`src/rtl/pipe_pkg.sv`:
```
// Shared pipeline definitions: bubble instruction, redirect bit indices and fetch state encoding.
package pipe_pkg;
  localparam logic [31:0] NOP_INSN = 32'hdc00_0000;

  localparam int JON_BR = 0;
  localparam int JON_J  = 1;
  localparam int JON_JR = 2;

  typedef enum logic {
    ST_FETCH = 1'b0,
    ST_HOLD  = 1'b1
  } fetch_state_e;
endpackage

```
`src/rtl/fetch_pc_sel.sv`:
```
// Combinational next-PC selection: prioritised redirect target, sequential pc+4,
// deferred (killed-beat) target, or hold.
module fetch_pc_sel
  import pipe_pkg::*;
(
  input  logic [31:0] pc,
  input  logic [2:0]  jon210,
  input  logic [31:0] br_target,
  input  logic [31:0] j_target,
  input  logic [31:0] jr_target,
  input  logic [31:0] kill_target,
  input  logic        defer,
  input  logic        kill_done,
  input  logic        adv,
  output logic        redir,
  output logic [31:0] redir_tgt,
  output logic [31:0] pc_inc,
  output logic [31:0] pc_next
);
  assign redir  = |jon210;
  assign pc_inc = pc + 32'd4;

  always_comb begin
    redir_tgt = '0;
    if (jon210[JON_JR])      redir_tgt = jr_target;
    else if (jon210[JON_J])  redir_tgt = j_target;
    else if (jon210[JON_BR]) redir_tgt = br_target;
    redir_tgt[1:0] = 2'b00;
  end

  // A redirect during an unfinished handshake is deferred so imem_addr stays put.
  always_comb begin
    pc_next = pc;
    if (redir && !defer) pc_next = redir_tgt;
    else if (kill_done)  pc_next = kill_target;
    else if (adv)        pc_next = pc_inc;
  end
endmodule

```
`src/rtl/fetch_unit.sv`:
```
// Instruction fetch stage feeding the F/D register: single outstanding imem request,
// redirect/kill handling and a one-word skid for stalls. FETCH_PERF_EN adds perf counters.
module fetch_unit #(
  parameter logic [31:0] RESET_PC = 32'h0000_0000,
  parameter logic [31:0] NOP_INSN = pipe_pkg::NOP_INSN
)(
  input  logic        clk,
  input  logic        rstd,
  input  logic        stall,
  input  logic [2:0]  jon210,
  input  logic [31:0] br_target,
  input  logic [31:0] j_target,
  input  logic [31:0] jr_target,
  output logic        imem_req,
  output logic [31:0] imem_addr,
  input  logic        imem_ready,
  input  logic [31:0] imem_rdata,
  output logic [31:0] pc_out,
  output logic [31:0] ins_out,
`ifdef FETCH_PERF_EN
  output logic [31:0] perf_fetched,
  output logic [31:0] perf_bubbles,
`endif
  output logic        valid_out
);
  import pipe_pkg::*;

  fetch_state_e state_q, state_d;
  logic [31:0]  pc_q, pc_d, tgt_q, tgt_d, skid_q, skid_d;
  logic [31:0]  pc_out_q, pc_out_d, ins_q, ins_d;
  logic         kill_q, kill_d, req_q, req_d, vld_q, vld_d;
  logic         redir, defer, kill_done, adv;
  logic [31:0]  redir_tgt, pc_inc;

  fetch_pc_sel u_pc_sel (
    .pc          (pc_q),
    .jon210      (jon210),
    .br_target   (br_target),
    .j_target    (j_target),
    .jr_target   (jr_target),
    .kill_target (tgt_q),
    .defer       (defer),
    .kill_done   (kill_done),
    .adv         (adv),
    .redir       (redir),
    .redir_tgt   (redir_tgt),
    .pc_inc      (pc_inc),
    .pc_next     (pc_d)
  );

  always_comb begin
    state_d   = state_q;
    kill_d    = kill_q;
    tgt_d     = tgt_q;
    skid_d    = skid_q;
    req_d     = req_q;
    pc_out_d  = pc_out_q;
    ins_d     = ins_q;
    vld_d     = vld_q;
    defer     = req_q && !imem_ready;
    kill_done = 1'b0;
    adv       = 1'b0;
    if (redir) begin
      ins_d   = NOP_INSN;
      vld_d   = 1'b0;
      state_d = ST_FETCH;
      req_d   = 1'b1;
      kill_d  = (state_q == ST_FETCH) && defer;
      if ((state_q == ST_FETCH) && defer) tgt_d = redir_tgt;
    end else if (state_q == ST_HOLD) begin
      if (!stall) begin
        pc_out_d = pc_inc;
        ins_d    = skid_q;
        vld_d    = 1'b1;
        adv      = 1'b1;
        state_d  = ST_FETCH;
        req_d    = 1'b1;
      end
    end else begin
      req_d = 1'b1;
      if (kill_q) begin
        // The beat returning now belongs to the abandoned address.
        if (imem_ready) begin
          kill_done = 1'b1;
          kill_d    = 1'b0;
        end
        if (!stall) begin
          ins_d = NOP_INSN;
          vld_d = 1'b0;
        end
      end else if (req_q && imem_ready && stall) begin
        skid_d  = imem_rdata;
        state_d = ST_HOLD;
        req_d   = 1'b0;
      end else if (req_q && imem_ready) begin
        pc_out_d = pc_inc;
        ins_d    = imem_rdata;
        vld_d    = 1'b1;
        adv      = 1'b1;
      end else if (!stall) begin
        ins_d = NOP_INSN;
        vld_d = 1'b0;
      end
    end
  end

  always_ff @(posedge clk or negedge rstd) begin
    if (!rstd) begin
      state_q  <= ST_FETCH;
      pc_q     <= {RESET_PC[31:2], 2'b00};
      tgt_q    <= '0;
      skid_q   <= '0;
      kill_q   <= 1'b0;
      req_q    <= 1'b0;
      pc_out_q <= '0;
      ins_q    <= NOP_INSN;
      vld_q    <= 1'b0;
    end else begin
      state_q  <= state_d;
      pc_q     <= pc_d;
      tgt_q    <= tgt_d;
      skid_q   <= skid_d;
      kill_q   <= kill_d;
      req_q    <= req_d;
      pc_out_q <= pc_out_d;
      ins_q    <= ins_d;
      vld_q    <= vld_d;
    end
  end

  assign imem_req  = req_q;
  assign imem_addr = pc_q;
  assign pc_out    = pc_out_q;
  assign ins_out   = ins_q;
  assign valid_out = vld_q;

`ifdef FETCH_PERF_EN
  logic [31:0] perf_f_q, perf_f_d, perf_b_q, perf_b_d;

  always_comb begin
    perf_f_d = perf_f_q + {31'd0, adv};
    perf_b_d = perf_b_q + {31'd0, (ins_q == NOP_INSN) && !stall};
  end

  always_ff @(posedge clk or negedge rstd) begin
    if (!rstd) begin
      perf_f_q <= '0;
      perf_b_q <= '0;
    end else begin
      perf_f_q <= perf_f_d;
      perf_b_q <= perf_b_d;
    end
  end

  assign perf_fetched = perf_f_q;
  assign perf_bubbles = perf_b_q;
`endif
endmodule

```
`config.mk`:
```
export PLATFORM = sky130hd
export DESIGN_NAME = fetch_unit
export DESIGN_NICKNAME = d
export VERILOG_FILES = /design/src/rtl/pipe_pkg.sv /design/src/rtl/fetch_pc_sel.sv /design/src/rtl/fetch_unit.sv
export SDC_FILE = /design/constraint.sdc
export NUM_CORES = 1
export LEC_CHECK = 0
export BUFFER_PORTS_ARGS = -buffer_cell sky130_fd_sc_hd__buf_2
export CORE_MARGIN = 2
export CORE_UTILIZATION = 48
export DETAILED_ROUTE_END_ITERATION = 8
export PLACE_DENSITY_LB_ADDON = 0.15
export REMOVE_ABC_BUFFERS = 1
export SYNTH_ARGS = -nofsm -noshare
export SYNTH_HDL_FRONTEND = slang
export SYNTH_SLANG_ARGS = --single-unit
```
`constraint.sdc`:
```
create_clock -name clk -period 2.23 [get_ports clk]
set_input_delay 0 -clock clk [delete_from_list [all_inputs] [get_ports clk]]
set_output_delay 0 -clock clk [all_outputs]
set_load 0.05 [all_outputs]
```
==> results.yml, run 1 <==
place:
  buffer_ports.inserted: 222
  detailed_place_hpwl_mm: 16.4
  gp_congestion: 0.868
yosys:
  ys_seq_area_share_pct: 47.7
  mapped_cell_area_um2: 8290
  postSynthAreaPerCell_um2: 8.92
  synth_largest_area_cell: "dfrtp_1"
  async_flop_share_pct: 100
  synth.area.mux_share_pct: 5.79
  post_synth_num_cell_types: 60
  main_combinational_cell_family_by_area_after_synthesis: "compound AO/OA/AOI/OAI gates"
  ys.warnings.count: 0
  yosys-top-cells-area: "dfrtp_1 (46%), nand2_1 (9.9%), o21ai_0 (6.3%)"
  xor_xnor_cell_area_share_of_the_yosys_netlist_pct: 2.96
  synth-adder-area-share_pct: 0.151
  ys_seq_elements: 158
  synth-main-ff-cell: "dfrtp_1"
  portion_of_synthesized_cell_area_occupied_by_the_leading_cell_type_pct: 46.2
  synth_compound_gate_area_share_pct: 19.5
  synth_simple_gate_area_share_pct: 19.4
  synth_enable_flop_cells: 0
  syn-instance-count: 930
sta:
  worst_clock_skew_ns: 0.00702
  timing.final.crit_share_pct: 93.6
  clock.fmax_ghz: 0.479
  timing.final.max_slew_violations: 0
  totalNegativeSetupSlack_ns: 0
  fin_crit_ns: 2.09
  finalHoldViolCount: 0
  setup_violations: 0
  tightest_slew_ns: 0.622
  slew-limit-headroom_pct: 58.2
drt:
  antenna_violating_nets_post_route: 0
  drt_first_pass_iters: 5
  via_count: 8069
  detail_route.vias_per_cell: 5.54
  wire_per_inst_um: 17.3
  routed_wirelength_mm: 25.1
  first_iter_violations: 585
  drcViolationCount: 0
power_and_ir_drop:
  leakage_nw: 5.27
  cell_internal_pwr_mw: 5.89
  sw_frac_of_total_pct: 36.0
  power.density_cell_area_nw_per_um2: 828
  pwr-share-clk_pct: 32.0
  ir_drop_uv: 571
  netSwitchingPower_mw: 3.31
  pwr-share-seq_pct: 39.4
  power_frac_comb_pct: 28.6
critical_path:
  startpoint_type: "flop"
  crit_path_max_incr_delay_ns: 0.43
  critical_path.top_delay_family: "compound AO/OA/AOI/OAI gates"
  cp_cell_sequence: "nand3_1 > buf_4 > nor4_1 > buf_4 > a31oi_1 > o311ai_1 > a31oi_1"
  slowest_cell_on_crit_path: "dfrtp_1"
  crit_arrival_ns: 2.38
  cp_num_buf_inv: 2
  crit_type: "flop to flop"
  end_kind: "flop"
  timing.critical_path.required_ns: 2.52
  critPathMaxFanout: 5
grt:
  antenna_found_initial: 0
  wire_length_of_the_first_global_routing_pass_mm: 40.2
  track_usage_pct: 28.1
  global_route.overflow_total: 0
  via_count_of_the_first_global_routing_pass: 7893
  grt_start_max_net_pins: 63
clocking:
  clkLatencyLatePin_ns: 0.43
  tritoncts_num_sinks: 158
  clkTransAtPathRegs_ns: 0.07
  cts_buffers: 17
  ctsLongestPathBuffers: 2
  clockRootBuffer: "clkbuf_16"
  cts-htree-levels: 4
  tritoncts: "done"
floorplan:
  initial_utilization_pct: 48.5
  die_h_um: 135
  num_io_pins: 233
  core_area_um2: 17100
  die_area_um2: 18300
  fp-row-count: 48
  die_width_um: 135
min_path:
  worstHoldPathType: "primary input to flop"
final_layout:
  insertedDiodeCount: 0
  most-common-layout-cells: "buf_2 (221), nand2_1 (218), dfrtp_1 (152), o21ai_0 (104), dlygate4sd3_1 (73)"
  nNetsFinal: 1355
  synthToLayoutAreaGrowth_pct: 33.9
  final_common_cell: "buf_2"
  postLayoutCoreUtil_pct: 64.9
  layout-drive-gt1-share_pct: 28.0
job:
  max_cap_viols: 0
run_status:
  outcome: "completed"
flip-flops by register name (all words and copies together), names as in the netlist:
| signal | flops |
|---|---|
| imem_req | 1 |
| skid_q | 32 |
| pc_out | 30 |
| ins_out | 32 |
| imem_addr | 30 |
| kill_q | 1 |
| tgt_q | 30 |
| valid_out | 1 |
| state_q | 1 |
path summary, 6_finish.rpt:
check | startpoint | to | slack, ns | cells after the start
worst max-delay path | imem_addr[9]$_DFFE_PN0P_ | imem_addr[19]$_DFFE_PN0P_ | 0.14 | 7
worst min-delay path | j_target[10] | tgt_q[10]$_DFFE_PN0P_ | 0.03 | 5
worst max register to register | imem_addr[9]$_DFFE_PN0P_ | imem_addr[19]$_DFFE_PN0P_ | 0.14 | 7
worst min register to register | pc_out[16]$_DFFE_PN0P_ | pc_out[16]$_DFFE_PN0P_ | 0.47 | 2
max in group asynchronous | rstd | pc_out[29]$_DFFE_PN0P_ | 1.38 | 3
min in group asynchronous | rstd | pc_out[13]$_DFFE_PN0P_ | 0.10 | 2
layer usage:
metal,wire [µm],part of all wire (%),vias up,GRT usage (%)
met4,463,1.8,0,8.16
met5,0,0,-,0
li1,-,-,3863,-
met1,10800,43,3868,35.8
met3,1790,7.1,35,7.11
met2,12100,48,303,47.5
worst register-to-register path: stages, from the launching register on:
cell and delay (ns):
dfrtp_1 0.43, nand3_1 0.22, buf_4 0.21, nor4_1 0.32, buf_4 0.20, a31oi_1 0.13
o311ai_1 0.33, a31oi_1 0.12
cell families (layout without fill, tap and decap cells):
family,count (synthesis),count (layout)
adder cells (fa/ha/maj),1,1
buffers and inverters,86,385
flip-flops,158,158
AO/OA/AOI/OAI,266,266
multiplexers,44,44
AND/OR/NAND/NOR,346,346
XOR/XNOR,28,28
other,1,4
timing repair:
item,4_1_cts,5_1_grt
hold endpoints to repair,150,0
endpoints found under the setup margin,0,2
buffers inserted,0,1
hold buffers,73,0
gates resized for setup,0,1
power by group through the flow:
stage               combinational, mW  sequential, mW  clock, mW
floorplan                       0.799            4.51          0
global placement                 2.48            3.65          0
detailed placement               2.52            3.67          0
CTS                              2.63            3.62       3.00
global route                     2.83            3.68       3.12
finish                           2.63            3.63       2.94
stage by stage:
stage / total power, mW / hold WS, ns / std cells / instance area (µm²) / worst slack [ns]
after floorplan: 5.31 / -0.296 / 861 / 7990 / -0.902
after global placement: 6.13 / 0.0125 / 1351 / 9780 / 0.162
after detailed placement: 6.19 / 0.0132 / 1351 / 9780 / 0.105
after CTS: 9.25 / 0.00757 / 1456 / 11100 / 0.0896
after global routing: 9.63 / 0.0569 / 1457 / 11100 / -0.0316
final: 9.20 / 0.0307 / 1457 / 11100 / 0.142
layout make-up:
| type | count | area [µm²] |
|---|---|---|
| Multi-Input combinational cell | 689 | 3990 |
| Tap cell | 225 | 282 |
| Inverter | 14 | 52.6 |
| Timing Repair Buffer | 339 | 2230 |
| Clock buffer | 20 | 457 |
| Clock inverter | 12 | 136 |
| Fill cell | 1426 | 6010 |
| Sequential cell | 158 | 3960 |
Yosys cell counts, types with 3 or more instances:
library cell and instances:
a31oi_1 7, a21oi_1 62, nor3_1 7, o211ai_1 7, buf_2 7, o311ai_0 3
o31a_1 7, clkbuf_1 50, nor2_1 28, nand2b_1 3, buf_4 5, a21o_1 4
dfstp_2 5, buf_1 8, nand2_1 218, o21ai_0 104, a22oi_1 27, dfrtp_1 153
and4_1 6, o22ai_1 8, mux2i_1 12, nand3b_1 19, xnor2_1 17, nand3_1 27
a222oi_1 5, and3_1 9, mux2_2 32, xor2_1 11, a2bb2oi_1 10, inv_1 13
nand4_1 9, o22a_1 8, nor2b_1 5
Power figures use the tool's default switching activity.
==> run 2, diff against run 1 <==
--- a/config.mk
+++ b/config.mk
@@ -13,4 +13,5 @@
 export REMOVE_ABC_BUFFERS = 1
 export SYNTH_ARGS = -nofsm -noshare
 export SYNTH_HDL_FRONTEND = slang
+export SYNTH_HIERARCHICAL = 1
 export SYNTH_SLANG_ARGS = --single-unit
==> run 2 against run 1 <==
Net effect: combinational power shrank 10%; sequential share of layout area grew 1.8 points; routed wire length down 15%; critical path depth decreased by 1; via count shrank 16%; first-iteration DRC count fell by 35%; cell area decreased by 1.3%; highest routed layer unchanged.
==> results.yml, run 2 <==
run_status:
  outcome: "completed"
yosys:
  synthMostInstantiatedCell: "dfrtp_1"
  synth.cells.most_frequent: "dfrtp_1 (159), mux2_2 (67), nand2_1 (56), o21ai_0 (46), nor2_1 (39)"
  yosys-top-cells-area: "dfrtp_1 (48%), mux2_2 (9.0%), mux2_1 (4.0%)"
  async_flop_share_pct: 100
  syn-instance-count: 762
  portion_of_synthesized_cell_area_occupied_by_the_leading_cell_type_pct: 47.6
  postSynthAreaPerCell_um2: 11.0
  synth_largest_area_cell: "dfrtp_1"
  ys_seq_elements: 164
  post_synth_num_cell_types: 55
  ys.warnings.count: 6
  synth-main-ff-cell: "dfrtp_1"
  mapped_cell_area_um2: 8360
  synth_enable_flop_cells: 0
  ys_seq_area_share_pct: 49.2
grt:
  wire_length_of_the_first_global_routing_pass_mm: 34.2
  via_count_of_the_first_global_routing_pass: 6679
  antenna_found_initial: 0
  grt_start_max_net_pins: 63
  track_usage_pct: 23.5
  global_route.overflow_total: 0
power_and_ir_drop:
  netSwitchingPower_mw: 3.03
  pwr-share-clk_pct: 32.5
  pwr-share-seq_pct: 41.3
  cell_internal_pwr_mw: 5.96
  finalPower_mw: 8.99
  sw_frac_of_total_pct: 33.7
  ir_drop_uv: 652
  leakage_nw: 5.20
  power_frac_comb_pct: 26.2
  power.density_cell_area_nw_per_um2: 820
sta:
  tightest_slew_ns: 0.857
  setup_violations: 0
  timing.final.crit_share_pct: 92.7
  worst_clock_skew_ns: 0.00678
  clock.fmax_ghz: 0.484
  finalHoldViolCount: 0
  fin_crit_ns: 2.07
  timing.final.max_slew_violations: 0
  grt_setup_unrepaired: "no"
  whs_ns: 0.00909
  slew-limit-headroom_pct: 42.6
  totalNegativeSetupSlack_ns: 0
floorplan:
  fp-row-count: 48
  die_area_um2: 18500
  initial_utilization_pct: 48.7
  die_h_um: 136
  core_area_um2: 17200
  die_width_um: 136
  num_io_pins: 233
critical_path:
  end_kind: "flop"
  cp_num_buf_inv: 1
  rrSetupSlack_ns: 0.16
  slowest_cell_on_crit_path: "dfrtp_1"
  timing.critical_path.required_ns: 2.53
  crit_arrival_ns: 2.36
  cp_cell_sequence: "nand4_2 > buf_4 > nor3_1 > nand2_1 > xnor2_1 > mux2_2"
  critPathMaxFanout: 8
  crit_type: "flop to flop"
  critical_path.top_delay_family: "simple AND/OR/NAND/NOR gates"
  crit_path_max_incr_delay_ns: 0.49
  startpoint_type: "flop"
drt:
  drt_first_pass_iters: 4
  wire_per_inst_um: 16.8
  detail_route.vias_per_cell: 5.33
  via_count: 6811
  drcViolationCount: 0
  first_iter_violations: 380
  antenna_violating_nets_post_route: 0
  routed_wirelength_mm: 21.4
final_layout:
  most-common-layout-cells: "buf_2 (225), dfrtp_1 (159), mux2_2 (67), nand2_1 (56), dlygate4sd3_1 (50)"
  final_common_cell: "buf_2"
  layout-drive-gt1-share_pct: 38.0
  insertedDiodeCount: 0
  final_cells: 1279
  synthToLayoutAreaGrowth_pct: 31.2
  nNetsFinal: 1177
clocking:
  cts-htree-levels: 4
  tritoncts: "done"
  clockRootBuffer: "clkbuf_16"
  clkLatencyLatePin_ns: 0.42
  tritoncts_num_sinks: 164
  ctsLongestPathBuffers: 2
  cts_buffers: 17
  clkTransAtPathRegs_ns: 0.07
place:
  numPlacedInstances: 1194
  gp_congestion: 0.834
  buffer_ports.inserted: 226
  detailed_place_hpwl_mm: 14.5
min_path:
  worstHoldPathType: "primary input to flop"
job:
  max_cap_viols: 0
[run 2: changes by cell type in the layout (fill, tap and decap cells not counted), moves of 12 or more]
cell	delta
mux2_1	+30
nand2_1	-162
mux2_2	+35
xor2_1	+18
and2_1	+24
nand3_1	-12
o21ai_0	-58
dlygate4sd3_1	-23
nand3b_1	-14
a21oi_1	-34
a221o_1	+26
[run 2: worst paths after layout]
kind                                   startpoint                       to  cells after the start
setup / recovery           imem_addr[7]$_DFF_PN0_   pc_out[29]$_DFFE_PN0P_                      6
hold / removal                      jr_target[18]    tgt_q[18]$_DFFE_PN0P_                      4
setup reg to reg           imem_addr[7]$_DFF_PN0_   pc_out[29]$_DFFE_PN0P_                      6
hold reg to reg            skid_q[18]$_DFFE_PN0P_   skid_q[18]$_DFFE_PN0P_                      1
max in group asynchronous                    rstd  ins_out[31]$_DFFE_PN1P_                      3
min in group asynchronous                    rstd    pc_out[7]$_DFFE_PN0P_                      2
[run 2: worst min-delay path, stage by stage]
cell and delay, ns:
buf_2 0.07, nand2_1 0.04, o21ai_0 0.12, mux2_2 0.16
[run 2: metal layers]
metal  vias to the layer above  share of wire [%]  GRT usage (%)
met5                         -                  0              0
met4                         0               0.91           5.03
met3                        14                6.2           6.23
met2                       201                 48           38.8
met1                      3309                 45           31.2
li1                       3287                  -              -
[run 2: metrics by stage]
step                      setup WS, ns  util (%)  instance area [µm²]
after floorplan                  -1.53         -                 8030
after global placement           0.207      57.3                 9850
after detailed placement         0.177      57.3                 9850
after CTS                        0.180      63.7                10900
after global routing            0.0291      63.9                11000
final                            0.164      63.9                11000
[run 2: power by group through the flow]
stage | clock (mW) | sequential, mW | combinational, mW
6_report | 2.92 | 3.71 | 2.36
5_1_grt | 3.14 | 3.77 | 2.52
4_1_cts | 3.00 | 3.71 | 2.37
3_5_place_dp | 0 | 3.76 | 2.29
3_3_place_gp | 0 | 3.74 | 2.27
2_1_floorplan | 0 | 4.59 | 0.683
[run 2: final cells by class]
class                           instances  area, µm²
Tap cell                              225        282
Inverter                                6       26.3
Clock buffer                           18        439
Fill cell                            1438       6210
Multi-Input combinational cell        532       3910
Timing Repair Buffer                  320       2040
Sequential cell                       164       4110
Clock inverter                         14        154
[run 2: cell families after synthesis]
kind of cell	count (synthesis)	synth area share [%]
XOR/XNOR	57	5.97
flip-flops	164	49.2
AO/OA/AOI/OAI	153	12.4
AND/OR/NAND/NOR	217	14.4
multiplexers	102	13.7
adder cells (fa/ha/maj)	1	0.150
buffers and inverters	67	4.24
other	1	0.0449
[run 2: what timing repair did]
item                                    4_1_cts  5_1_grt
endpoints found under the hold margin       205        0
buffers inserted                              0        3
gates resized for setup                       0        1
hold buffers                                 50        0
endpoints found under the setup margin        0        3
==> run 3, diff against run 2 <==
--- a/config.mk
+++ b/config.mk
@@ -6,11 +6,11 @@
 export NUM_CORES = 1
 export LEC_CHECK = 0
 export BUFFER_PORTS_ARGS = -buffer_cell sky130_fd_sc_hd__buf_2
+export CORE_ASPECT_RATIO = 0.8
 export CORE_MARGIN = 2
 export CORE_UTILIZATION = 48
 export DETAILED_ROUTE_END_ITERATION = 8
 export PLACE_DENSITY_LB_ADDON = 0.15
-export REMOVE_ABC_BUFFERS = 1
 export SYNTH_ARGS = -nofsm -noshare
 export SYNTH_HDL_FRONTEND = slang
 export SYNTH_HIERARCHICAL = 1
==> run 3 against run 2 <==
Net effect: combinational power about the same; global-route usage up 1.2 points; largest cell class unchanged; sequential power up 1%; routed wire length up 3.8%; utilization down 0.72 points; critical path type unchanged.
==> results.yml, run 3 (synthesized netlist as in run 2, its figures left out) <==
critical_path:
  startpoint_type: "flop"
  path_depth: 7
  crit_path_max_incr_delay_ns: 0.50
  worst_r2r_startpoint: "imem_addr[5]$_DFF_PN0_"
  critical_path.top_delay_family: "simple AND/OR/NAND/NOR gates"
  worst_setup_path_startpoint: "imem_addr[5]$_DFF_PN0_"
  crit_type: "flop to flop"
  slowest_cell_on_crit_path: "dfrtp_1"
  cp_num_buf_inv: 1
  critPathMaxFanout: 8
  timing.critical_path.required_ns: 2.54
  crit_arrival_ns: 2.37
  r2r_cells: 7
  cp_cell_sequence: "nand4_1 > nor4_4 > buf_4 > nand3_1 > nor2_1 > xor2_1 > mux2_2"
  end_kind: "flop"
grt:
  grt.busiest_layer: "met1"
  grt_use_met2_pct: 34.0
  antenna_found_initial: 0
  track_usage_pct: 24.7
  via_count_of_the_first_global_routing_pass: 6424
  wire_length_of_the_first_global_routing_pass_mm: 34.9
  grt_start_max_net_pins: 64
  globalRouteMet3Util_pct: 5.66
  global_route.overflow_total: 0
  met1_usage_pct: 39.3
final_layout:
  synthToLayoutAreaGrowth_pct: 30.1
  seq_area_um2: 4120
  final_cells: 1271
  insertedDiodeCount: 0
  num-fill-cells: 1470
  final_common_cell: "buf_2"
  nNetsFinal: 1169
  postLayoutCoreUtil_pct: 63.1
  most-common-layout-cells: "buf_2 (225), dfrtp_1 (155), mux2_2 (67), nand2_1 (56)"
  layout-drive-gt1-share_pct: 38.2
  multi_input_area_um2: 3950
sta:
  setup_violations: 0
  finalHoldViolCount: 0
  totalNegativeSetupSlack_ns: 0
  timing.final.max_slew_violations: 0
  slew-limit-headroom_pct: 44.8
  worst_clock_skew_ns: 0.00819
  tightest_slew_ns: 0.824
  timing.final.crit_share_pct: 92.5
  whs_ns: 0.0173
  grt_setup_unrepaired: "no"
  clock.fmax_ghz: 0.485
  fin_crit_ns: 2.06
place:
  gp_congestion: 0.893
  buffer_ports.inserted: 226
  detailed_place_hpwl_mm: 15.9
  numPlacedInstances: 1193
floorplan:
  die_h_um: 122
  num_io_pins: 233
  initial_utilization_pct: 48.5
  core_area_um2: 17200
  fp-row-count: 43
  die_area_um2: 18500
  die_width_um: 152
min_path:
  holdCritStartpoint: "jr_target[21]"
  hold_path_depth: 4
  worstHoldPathType: "primary input to flop"
run_status:
  outcome: "completed"
power_and_ir_drop:
  leakage_nw: 5.16
  power.density_cell_area_nw_per_um2: 830
  ir_drop_uv: 512
  finalPower_mw: 9.02
clocking:
  clkTransAtPathRegs_ns: 0.06
  clkLatencyLatePin_ns: 0.43
  cts_buffers: 17
  tritoncts_num_sinks: 164
  ctsLongestPathBuffers: 2
  post_cts_buffers: 0
  clockRootBuffer: "clkbuf_16"
  cts-htree-levels: 4
  tritoncts: "done"
drt:
  wire_per_inst_um: 17.5
  drt_first_pass_iters: 5
  drcViolationCount: 0
  detail_route.vias_per_cell: 5.36
  antenna_violating_nets_post_route: 0
  routed_wirelength_mm: 22.2
  via_count: 6814
  first_iter_violations: 504
job:
  max_cap_viols: 0
run 3: through the flow:
stage,area [µm²],setup slack [ns]
after floorplan,8390,0.000816
after global placement,9820,0.219
after detailed placement,9820,0.169
after CTS,10900,0.223
after global routing,10900,0.0179
final,10900,0.168
run 3: final cells by class:
type,count,share of cell area (%)
flip-flops and latches,164,37.9
multi-input cells,532,36.3
repair buffers,312,17.7
clock buffers,19,3.98
well taps,225,2.59
clock inverters,13,1.36
inverters,6,0.207
run 3: report_power, final:
group	total, mW	switching (mW)	internal [mW]
sequential	3.76	0.332	3.43
clock	2.93	1.26	1.67
combinational	2.33	1.52	0.809
total	9.02	3.11	5.91
run 3: what timing repair did:
action	in CTS	in global routing
resized for setup	0	1
endpoints found under the hold margin	138	0
endpoints found under the setup margin	0	1
hold buffers	46	0
run 3: final timing paths:
kind	endpoint	slack (ns)
setup reg to reg	pc_out[21]$_DFFE_PN0P_	0.17
min in group asynchronous	skid_q[27]$_DFFE_PN0P_	0.13
hold / removal	tgt_q[21]$_DFFE_PN0P_	0.02
max in group asynchronous	pc_out[24]$_DFFE_PN0P_	1.36
setup / recovery	pc_out[21]$_DFFE_PN0P_	0.17
hold reg to reg	skid_q[19]$_DFFE_PN0P_	0.49
run 3: layer usage:
metal | part of all wire [%] | vias up | routed length, µm
li1 | - | 3275 | -
met1 | 51 | 3265 | 11300
met2 | 41 | 252 | 9170
met3 | 6.7 | 22 | 1480
met4 | 1.2 | 0 | 275
met5 | 0 | - | 0
run 3: worst min-delay path, delay by kind of cell:
family | cells | cell delay [ns]
AOI/OAI and AO/OA | 1 | 0.12
muxes | 1 | 0.17
and+or+nand+nor | 1 | 0.04
buffers and inverters | 1 | 0.08
